**config.mk**
```make
export PLATFORM = sky130hd
export DESIGN_NAME = fetch_stage_flat
export DESIGN_NICKNAME = d
export VERILOG_FILES = /design/src/rtl/fetch_stage_if.sv /design/src/rtl/fetch_stage.sv /design/src/flat_wrapper.sv
export SDC_FILE = /design/constraint.sdc
export NUM_CORES = 1
export LEC_CHECK = 0
export CAP_MARGIN = 20
export CORE_UTILIZATION = 44
export DETAILED_ROUTE_END_ITERATION = 16
export HOLD_SLACK_MARGIN = 0.06
export PLACE_DENSITY = 0.87
export SLEW_MARGIN = 5
export SYNTH_ARGS = -nofsm -noshare
export SYNTH_HDL_FRONTEND = slang
export SYNTH_SLANG_ARGS = --single-unit
```
**constraint.sdc**
```tcl
create_clock -name CLK -period 2.2 [get_ports CLK]
set_input_delay 0.55 -clock CLK [delete_from_list [all_inputs] [get_ports CLK]]
set_output_delay 0.55 -clock CLK [all_outputs]
set_load 0.03 [all_outputs]
```
**src/rtl/fetch_stage_if.sv**
```systemverilog
// Fetch-stage bundle: icache request/response, hazard and redirect controls,
// predictor update port and the IF/ID register outputs seen by decode.
interface fetch_stage_if;
  logic        ihit;
  logic [31:0] iload;
  logic        iREN;
  logic [31:0] iaddr;
  logic        stall;
  logic        flush;
  logic        redirect;
  logic [31:0] redirect_pc;
  logic        halt;
  logic        bu_valid;
  logic [31:0] bu_pc;
  logic [31:0] bu_target;
  logic        bu_taken;
  logic [31:0] instru;
  logic [31:0] PC;
  logic [31:0] nPC;
  logic        br_taken;
  logic        deen;

  modport master (
    input  ihit, iload, stall, flush, redirect, redirect_pc, halt,
           bu_valid, bu_pc, bu_target, bu_taken,
    output iREN, iaddr, instru, PC, nPC, br_taken, deen
  );

  modport slave (
    output ihit, iload, stall, flush, redirect, redirect_pc, halt,
           bu_valid, bu_pc, bu_target, bu_taken,
    input  iREN, iaddr, instru, PC, nPC, br_taken, deen
  );
endinterface

```
**src/rtl/fetch_stage.sv**
```systemverilog
// Instruction fetch + IF/ID latch with a one-entry skid for words returned during a stall.
// Optional direct-mapped branch target buffer enabled by defining FETCH_BTB_EN.
//
// state  | meaning
// FETCH  | iREN high, PC presented to icache
// HOLD   | skid holds a returned word, waiting for stall to drop
// HALTED | fetch stopped, PC frozen until reset
module fetch_stage #(
  parameter logic [31:0] PC_INIT     = 32'h0000_0000,
  parameter int          BTB_ENTRIES = 16
) (
  input logic          CLK,
  input logic          nRST,
  fetch_stage_if.master bus
);

  localparam logic [1:0] FETCH  = 2'd0;
  localparam logic [1:0] HOLD   = 2'd1;
  localparam logic [1:0] HALTED = 2'd2;

  logic [1:0]  state;
  logic [31:0] fetch_pc;
  logic [31:0] pc_plus4;
  logic [31:0] next_pc;
  logic        pred_taken;
  logic [31:0] pred_target;

  logic [31:0] skid_instr;
  logic [31:0] skid_pc;
  logic        skid_pred;

  logic [31:0] id_instr;
  logic [31:0] id_pc;
  logic [31:0] id_npc;
  logic        id_br;
  logic        id_valid;

  assign pc_plus4 = fetch_pc + 32'd4;
  assign next_pc  = pred_taken ? pred_target : pc_plus4;

  assign bus.iaddr    = fetch_pc;
  assign bus.iREN     = (state == FETCH);
  assign bus.instru   = id_instr;
  assign bus.PC       = id_pc;
  assign bus.nPC      = id_npc;
  assign bus.br_taken = id_br;
  assign bus.deen     = id_valid;

  always_ff @(posedge CLK or negedge nRST) begin
    if (!nRST) begin
      state      <= FETCH;
      fetch_pc   <= PC_INIT;
      id_instr   <= 32'h0;
      id_pc      <= 32'h0;
      id_npc     <= 32'h0;
      id_br      <= 1'b0;
      id_valid   <= 1'b0;
      skid_instr <= 32'h0;
      skid_pc    <= 32'h0;
      skid_pred  <= 1'b0;
    end else if (bus.halt) begin
      state    <= HALTED;
      id_instr <= 32'h0;
      id_br    <= 1'b0;
      id_valid <= 1'b0;
    end else if (state == HALTED) begin
      state <= HALTED;
    end else if (bus.redirect) begin
      // Any same-cycle ihit belongs to the wrong path and is dropped.
      state    <= FETCH;
      fetch_pc <= bus.redirect_pc & ~32'h3;
      id_instr <= 32'h0;
      id_br    <= 1'b0;
      id_valid <= 1'b0;
    end else if (bus.flush) begin
      state    <= FETCH;
      id_instr <= 32'h0;
      id_br    <= 1'b0;
      id_valid <= 1'b0;
    end else if (state == HOLD) begin
      if (!bus.stall) begin
        state    <= FETCH;
        id_instr <= skid_instr;
        id_pc    <= skid_pc;
        id_npc   <= skid_pc + 32'd4;
        id_br    <= skid_pred;
        id_valid <= 1'b1;
      end
    end else if (bus.ihit) begin
      if (bus.stall) begin
        state      <= HOLD;
        skid_instr <= bus.iload;
        skid_pc    <= fetch_pc;
        skid_pred  <= pred_taken;
      end else begin
        id_instr <= bus.iload;
        id_pc    <= fetch_pc;
        id_npc   <= pc_plus4;
        id_br    <= pred_taken;
        id_valid <= 1'b1;
      end
      fetch_pc <= next_pc;
    end else if (!bus.stall) begin
      id_instr <= 32'h0;
      id_br    <= 1'b0;
      id_valid <= 1'b0;
    end
  end

`ifdef FETCH_BTB_EN
  localparam int IDX_W = $clog2(BTB_ENTRIES);
  localparam int TAG_W = 30 - IDX_W;

  logic [BTB_ENTRIES-1:0] btb_valid;
  logic [TAG_W-1:0]       btb_tag    [BTB_ENTRIES];
  logic [31:0]            btb_target [BTB_ENTRIES];
  logic [1:0]             btb_ctr    [BTB_ENTRIES];

  logic [IDX_W-1:0] look_idx;
  logic [TAG_W-1:0] look_tag;
  logic [IDX_W-1:0] upd_idx;
  logic [TAG_W-1:0] upd_tag;
  logic             upd_hit;
  logic [1:0]       upd_ctr;
  logic             unused_bu_lsb;

  assign look_idx      = fetch_pc[IDX_W+1:2];
  assign look_tag      = fetch_pc[31:IDX_W+2];
  assign upd_idx       = bus.bu_pc[IDX_W+1:2];
  assign upd_tag       = bus.bu_pc[31:IDX_W+2];
  assign unused_bu_lsb = ^bus.bu_pc[1:0];

  assign pred_taken  = btb_valid[look_idx] && (btb_tag[look_idx] == look_tag)
                       && btb_ctr[look_idx][1];
  assign pred_target = btb_target[look_idx];
  assign upd_hit     = btb_valid[upd_idx] && (btb_tag[upd_idx] == upd_tag);

  always_comb begin
    upd_ctr = btb_ctr[upd_idx];
    if (!upd_hit)
      upd_ctr = bus.bu_taken ? 2'b10 : 2'b01;
    else if (bus.bu_taken && btb_ctr[upd_idx] != 2'b11)
      upd_ctr = btb_ctr[upd_idx] + 2'b01;
    else if (!bus.bu_taken && btb_ctr[upd_idx] != 2'b00)
      upd_ctr = btb_ctr[upd_idx] - 2'b01;
  end

  always_ff @(posedge CLK or negedge nRST) begin
    if (!nRST)
      btb_valid <= '0;
    else if (bus.bu_valid)
      btb_valid[upd_idx] <= 1'b1;
  end

  // Payload needs no reset: it is only observed through a set valid bit.
  always_ff @(posedge CLK) begin
    if (bus.bu_valid) begin
      btb_tag[upd_idx]    <= upd_tag;
      btb_target[upd_idx] <= bus.bu_target;
      btb_ctr[upd_idx]    <= upd_ctr;
    end
  end
`else
  localparam int unused_btb_entries = BTB_ENTRIES;
  logic unused_bu;

  assign pred_taken  = 1'b0;
  assign pred_target = 32'h0;
  assign unused_bu   = ^{bus.bu_valid, bus.bu_pc, bus.bu_target, bus.bu_taken};
`endif

endmodule

```
**src/flat_wrapper.sv**
```systemverilog
// flat-port wrapper written by rule: the top's interface ports become plain ports
module fetch_stage_flat 
#(
  parameter logic [31:0] PC_INIT     = 32'h0000_0000,
  parameter int          BTB_ENTRIES = 16
)
  (CLK, nRST, bus_ihit, bus_iload, bus_stall, bus_flush, bus_redirect, bus_redirect_pc, bus_halt, bus_bu_valid, bus_bu_pc, bus_bu_target, bus_bu_taken, bus_iREN, bus_iaddr, bus_instru, bus_PC, bus_nPC, bus_br_taken, bus_deen);
  fetch_stage_if bus_i ();
  input logic CLK;
  input logic nRST;
  input wire logic [$bits(bus_i.ihit)-1:0] bus_ihit;
  input wire logic [$bits(bus_i.iload)-1:0] bus_iload;
  input wire logic [$bits(bus_i.stall)-1:0] bus_stall;
  input wire logic [$bits(bus_i.flush)-1:0] bus_flush;
  input wire logic [$bits(bus_i.redirect)-1:0] bus_redirect;
  input wire logic [$bits(bus_i.redirect_pc)-1:0] bus_redirect_pc;
  input wire logic [$bits(bus_i.halt)-1:0] bus_halt;
  input wire logic [$bits(bus_i.bu_valid)-1:0] bus_bu_valid;
  input wire logic [$bits(bus_i.bu_pc)-1:0] bus_bu_pc;
  input wire logic [$bits(bus_i.bu_target)-1:0] bus_bu_target;
  input wire logic [$bits(bus_i.bu_taken)-1:0] bus_bu_taken;
  output wire logic [$bits(bus_i.iREN)-1:0] bus_iREN;
  output wire logic [$bits(bus_i.iaddr)-1:0] bus_iaddr;
  output wire logic [$bits(bus_i.instru)-1:0] bus_instru;
  output wire logic [$bits(bus_i.PC)-1:0] bus_PC;
  output wire logic [$bits(bus_i.nPC)-1:0] bus_nPC;
  output wire logic [$bits(bus_i.br_taken)-1:0] bus_br_taken;
  output wire logic [$bits(bus_i.deen)-1:0] bus_deen;
  assign bus_i.ihit = bus_ihit;
  assign bus_i.iload = bus_iload;
  assign bus_i.stall = bus_stall;
  assign bus_i.flush = bus_flush;
  assign bus_i.redirect = bus_redirect;
  assign bus_i.redirect_pc = bus_redirect_pc;
  assign bus_i.halt = bus_halt;
  assign bus_i.bu_valid = bus_bu_valid;
  assign bus_i.bu_pc = bus_bu_pc;
  assign bus_i.bu_target = bus_bu_target;
  assign bus_i.bu_taken = bus_bu_taken;
  assign bus_iREN = bus_i.iREN;
  assign bus_iaddr = bus_i.iaddr;
  assign bus_instru = bus_i.instru;
  assign bus_PC = bus_i.PC;
  assign bus_nPC = bus_i.nPC;
  assign bus_br_taken = bus_i.br_taken;
  assign bus_deen = bus_i.deen;
  fetch_stage #(.PC_INIT(PC_INIT), .BTB_ENTRIES(BTB_ENTRIES)) u_core (.CLK(CLK), .nRST(nRST), .bus(bus_i));
endmodule
```
==> run_results.csv <==
group,metric,value,unit
route,drt_iter0_drc,788,
clock_network,clock_latency,0.43,ns
route,post_drt_via_cell_ratio,5.85,
synth,synthAdderAreaFrac,0.788,%
global_route,grt_remaining_overflow,0,
die,ioPinCount,268,
route,antenna_left,0,
worst_setup_path,max_stage_delay,0.71,ns
synth,synth_top_family_by_area,"compound AO/OA/AOI/OAI gates",
sta,setup_viol,0,
status,status,"completed",
worst_setup_path,timing.critical_path.buf_inv,1,
synth,synth_async_sr_flop_share,100,%
hold_path,hold_depth,2,
synth,synth_top_area_cell,"dfrtp_1",
global_route,first_global_vias,8540,
sta,slew_headroom,57.9,%
flow_run,maxCapViolCount,0,
global_route,grt_max_degree,52,
clock_network,cts.clk_slew.worst_paths,0.07,ns
worst_setup_path,cpMaxStageDelayCell,"clkdlybuf4s50_1",
sta,finalMaxSlewViolations,0,
placed_design,dp_hpwl,19.3,mm
placed_design,gp_congestion,0.873,
worst_setup_path,crit_family,"buffers and inverters",
worst_setup_path,worstPathRequired,1.65,ns
hold_path,hold_class,"reg2reg",
worst_setup_path,rr_worst_depth,5,
route,drt_wl_total,27.8,mm
worst_setup_path,worst-setup-path-type,"reg2out",
route,drc,0,
power,peakVddDrop,0.383,mV
global_route,antenna_found_initial,0,
power,power.switching,2360,uW
synth,netlist_top_cells_area,"dfrtp_1, mux2_2, o21ai_0, nand2_1, mux2i_1",
clock_network,cts-buffers-inserted,17,
cells_and_area,syn_to_final_growth,35.9,%
synth,ys_warn_count,0,
clock_network,cts_buffer_depth,2,
synth,synth_xor_area_share,4.32,%
cells_and_area,n_antenna_cell,0,
cells_and_area,final_util,61.2,%
sta,period_needed,2.15,ns
worst_setup_path,crit_path_end_kind,"output port",
synth,syn-cell-area,0.00953,mm^2
synth,yosysSeqAreaShare,49.1,%
synth,postSynthAreaPerCell,10.0,um^2
placed_design,port_buffers,192,
clock_network,htreeDepth,4,
clock_network,cts_sinks,187,
worst_setup_path,cp_num_cells,1,
synth,netlist-cell-type-count,58,
worst_setup_path,r2r-start,"u_core.bus.iaddr[4]",
worst_setup_path,reg2reg_slack,0.07,ns
power,p_clk_share,38.9,%
die,dieArea,0.0223,mm^2
sta,finalHoldViolations,0,
synth,synth_edf_count,0,
worst_setup_path,start_kind,"register",
route,dr.pass1.iters,5,
die,die_x,149,um
synth,ys_ff_latch,187,
die,die_y,149,um
die,core.rowCount,53,
power,swShare,28.3,%
worst_setup_path,crit_chain,"clkdlybuf4s50_1",
die,core-area,0.0212,mm^2
power,pwr-share-seq,45.1,%
sta,max_freq,464,MHz
synth,yosys.area_share.simple,13.7,%
global_route,grt_use_total,25.4,%
synth,synth_ff_type,"dfrtp_1",
power,cellLeakagePower,0.00556,uW
cells_and_area,drive_gt1_share,17.7,%
power,comb_power_share,16.0,%
synth,synthCells,951,
cells_and_area,finish.net_count,1309,
power,p_int,5980,uW
global_route,grt_pass1_wl,44.3,mm
route,vias,8509,
sta,fin_crit_sh,97.9,%
sta,worstMarginPinSlew,0.625,ns
sta,clock_skew,0.00887,ns
worst_setup_path,cp.arrival,1.60,ns
clock_network,root_buffer,"clkbuf_16",
route,avgRoutedWirePerCell,19.1,um
worst_setup_path,crit_fanout,6,
power,power_density,643,mW/mm^2
cells_and_area,fill_cells,1632,
synth,synth-compound-area-share,16.1,%
synth,synth_top_area_share,49.1,%
power,power,8330,uW
die,start_util,45.1,%
synth,synthMuxAreaShare,11.4,%
clock_network,cts_tree,"yes",
worst_setup_path,r2r_end,"u_core.bus.nPC[25]",
worst_setup_path,crit_end,"bus_iaddr[22]",
worst_setup_path,critPathLaunch,"u_core.bus.iaddr[22]",
[power groups by stage]
stage	Combinational [uW]	Sequential [uW]	Clock, uW
2_1_floorplan	508	3980	0
3_3_place_gp	1330	3810	0
3_5_place_dp	1360	3820	0
4_1_cts	1330	3750	3290
5_1_grt	1450	3780	3430
6_report	1340	3760	3240
[worst min-delay path by stage]
stage / from / slack, ns / end
floorplan: nRST / 0.25 / u_core.bus.PC[10]
global placement: u_core.bus.instru[26] / 0.46 / u_core.bus.instru[26]
detailed placement: u_core.bus.PC[25] / 0.47 / u_core.bus.PC[25]
CTS: u_core.bus.PC[25] / 0.48 / u_core.bus.PC[25]
global route: u_core.bus.instru[22] / 0.50 / u_core.bus.instru[22]
finish: u_core.bus.PC[25] / 0.48 / u_core.bus.PC[25]
[kinds of logic after synthesis]
group / Yosys count
other cells: 1
compound gates: 243
buf+inv: 102
fa+ha+maj: 6
simple gates: 264
mux: 101
flops: 187
xor+xnor: 47
[state kept, by name (all words and copies together) (netlist names)]
| signal | flops |
|---|---|
| u_core.skid_pc | 30 |
| u_core.bus.PC | 30 |
| u_core.state | 2 |
| u_core.bus.iaddr | 30 |
| u_core.skid_instr | 32 |
| u_core.bus.instru | 32 |
| u_core.bus.deen | 1 |
| u_core.bus.nPC | 30 |
[synth_stat cells, drive strengths merged (18+ instances only)]
cell,n
nand4,20
nor2,31
a22oi,42
mux2i,39
xor2,20
a21oi,33
buf,30
o21ai,109
clkbuf,61
nor3,18
nand2,126
mux2,62
dfrtp,187
xnor2,27
nand3,19
[stage by stage]
step / instances / worst slack [ns] / area (um^2) / hold WS, ns / TNS, ns
finish: 1454 / 0.0453 / 13000 / 0.476 / 0
global route: 1454 / -0.0210 / 13000 / 0.505 / -0.0425
CTS: 1453 / 0.00751 / 12900 / 0.484 / 0
detailed placement: 1420 / -0.267 / 12300 / 0.468 / -27.08
global placement: 1420 / -0.244 / 12300 / 0.462 / -24.05
floorplan: 957 / -0.00324 / 9620 / 0.254 / -0.00324
[cell type report]
class | count | area [um^2] | share of cell area (%)
clock buffers | 17 | 425 | 3.28
clock inverters | 15 | 189 | 1.46
inverters | 11 | 41.3 | 0.319
multi-input cells | 668 | 4550 | 35.2
flip-flops and latches | 187 | 4690 | 36.2
well taps | 275 | 344 | 2.66
repair buffers | 281 | 2710 | 20.9
[timing repair]
item	CTS	global route
setup endpoints to repair	23	10
resized for setup	23	9
setup buffers	0	1
hold buffers	1	0
hold endpoints to repair	31	0
[metal layers]
| layer | share of wire, % | GRT usage, % |
|---|---|---|
| met4 | 4.5 | 15.0 |
| met1 | 41 | 32.8 |
| met3 | 7.1 | 3.79 |
| met2 | 48 | 40.4 |
| met5 | 0 | 0 |
[placed cells by master, fill, tap and decap left out, types with 7 or more instances in the layout]
cell             synthesis  final
dfrtp_1                187    181
conb_1                   1      7
mux2i_1                 39     39
a22oi_1                 42     42
o221ai_1                 8      8
a21oi_1                 33     32
nor4_1                   9      8
mux2_2                  57     57
clkdlybuf4s50_1          0    164
nor2_1                  31     29
inv_1                   10     10
a221o_1                  8      8
o21ai_0                108    107
xnor2_1                 27     27
clkbuf_16                0     17
nand3_1                 17     17
nand2_1                126    126
nand4_1                 19     19
dlygate4sd2_1            0     23
xor2_1                  20     20
buf_4                    7     75
buf_12                   0     11
and4_1                   8      8
nor3_1                  16     13
o2bb2ai_1                9      9
No activity file was read; power rests on OpenSTA's default activity.
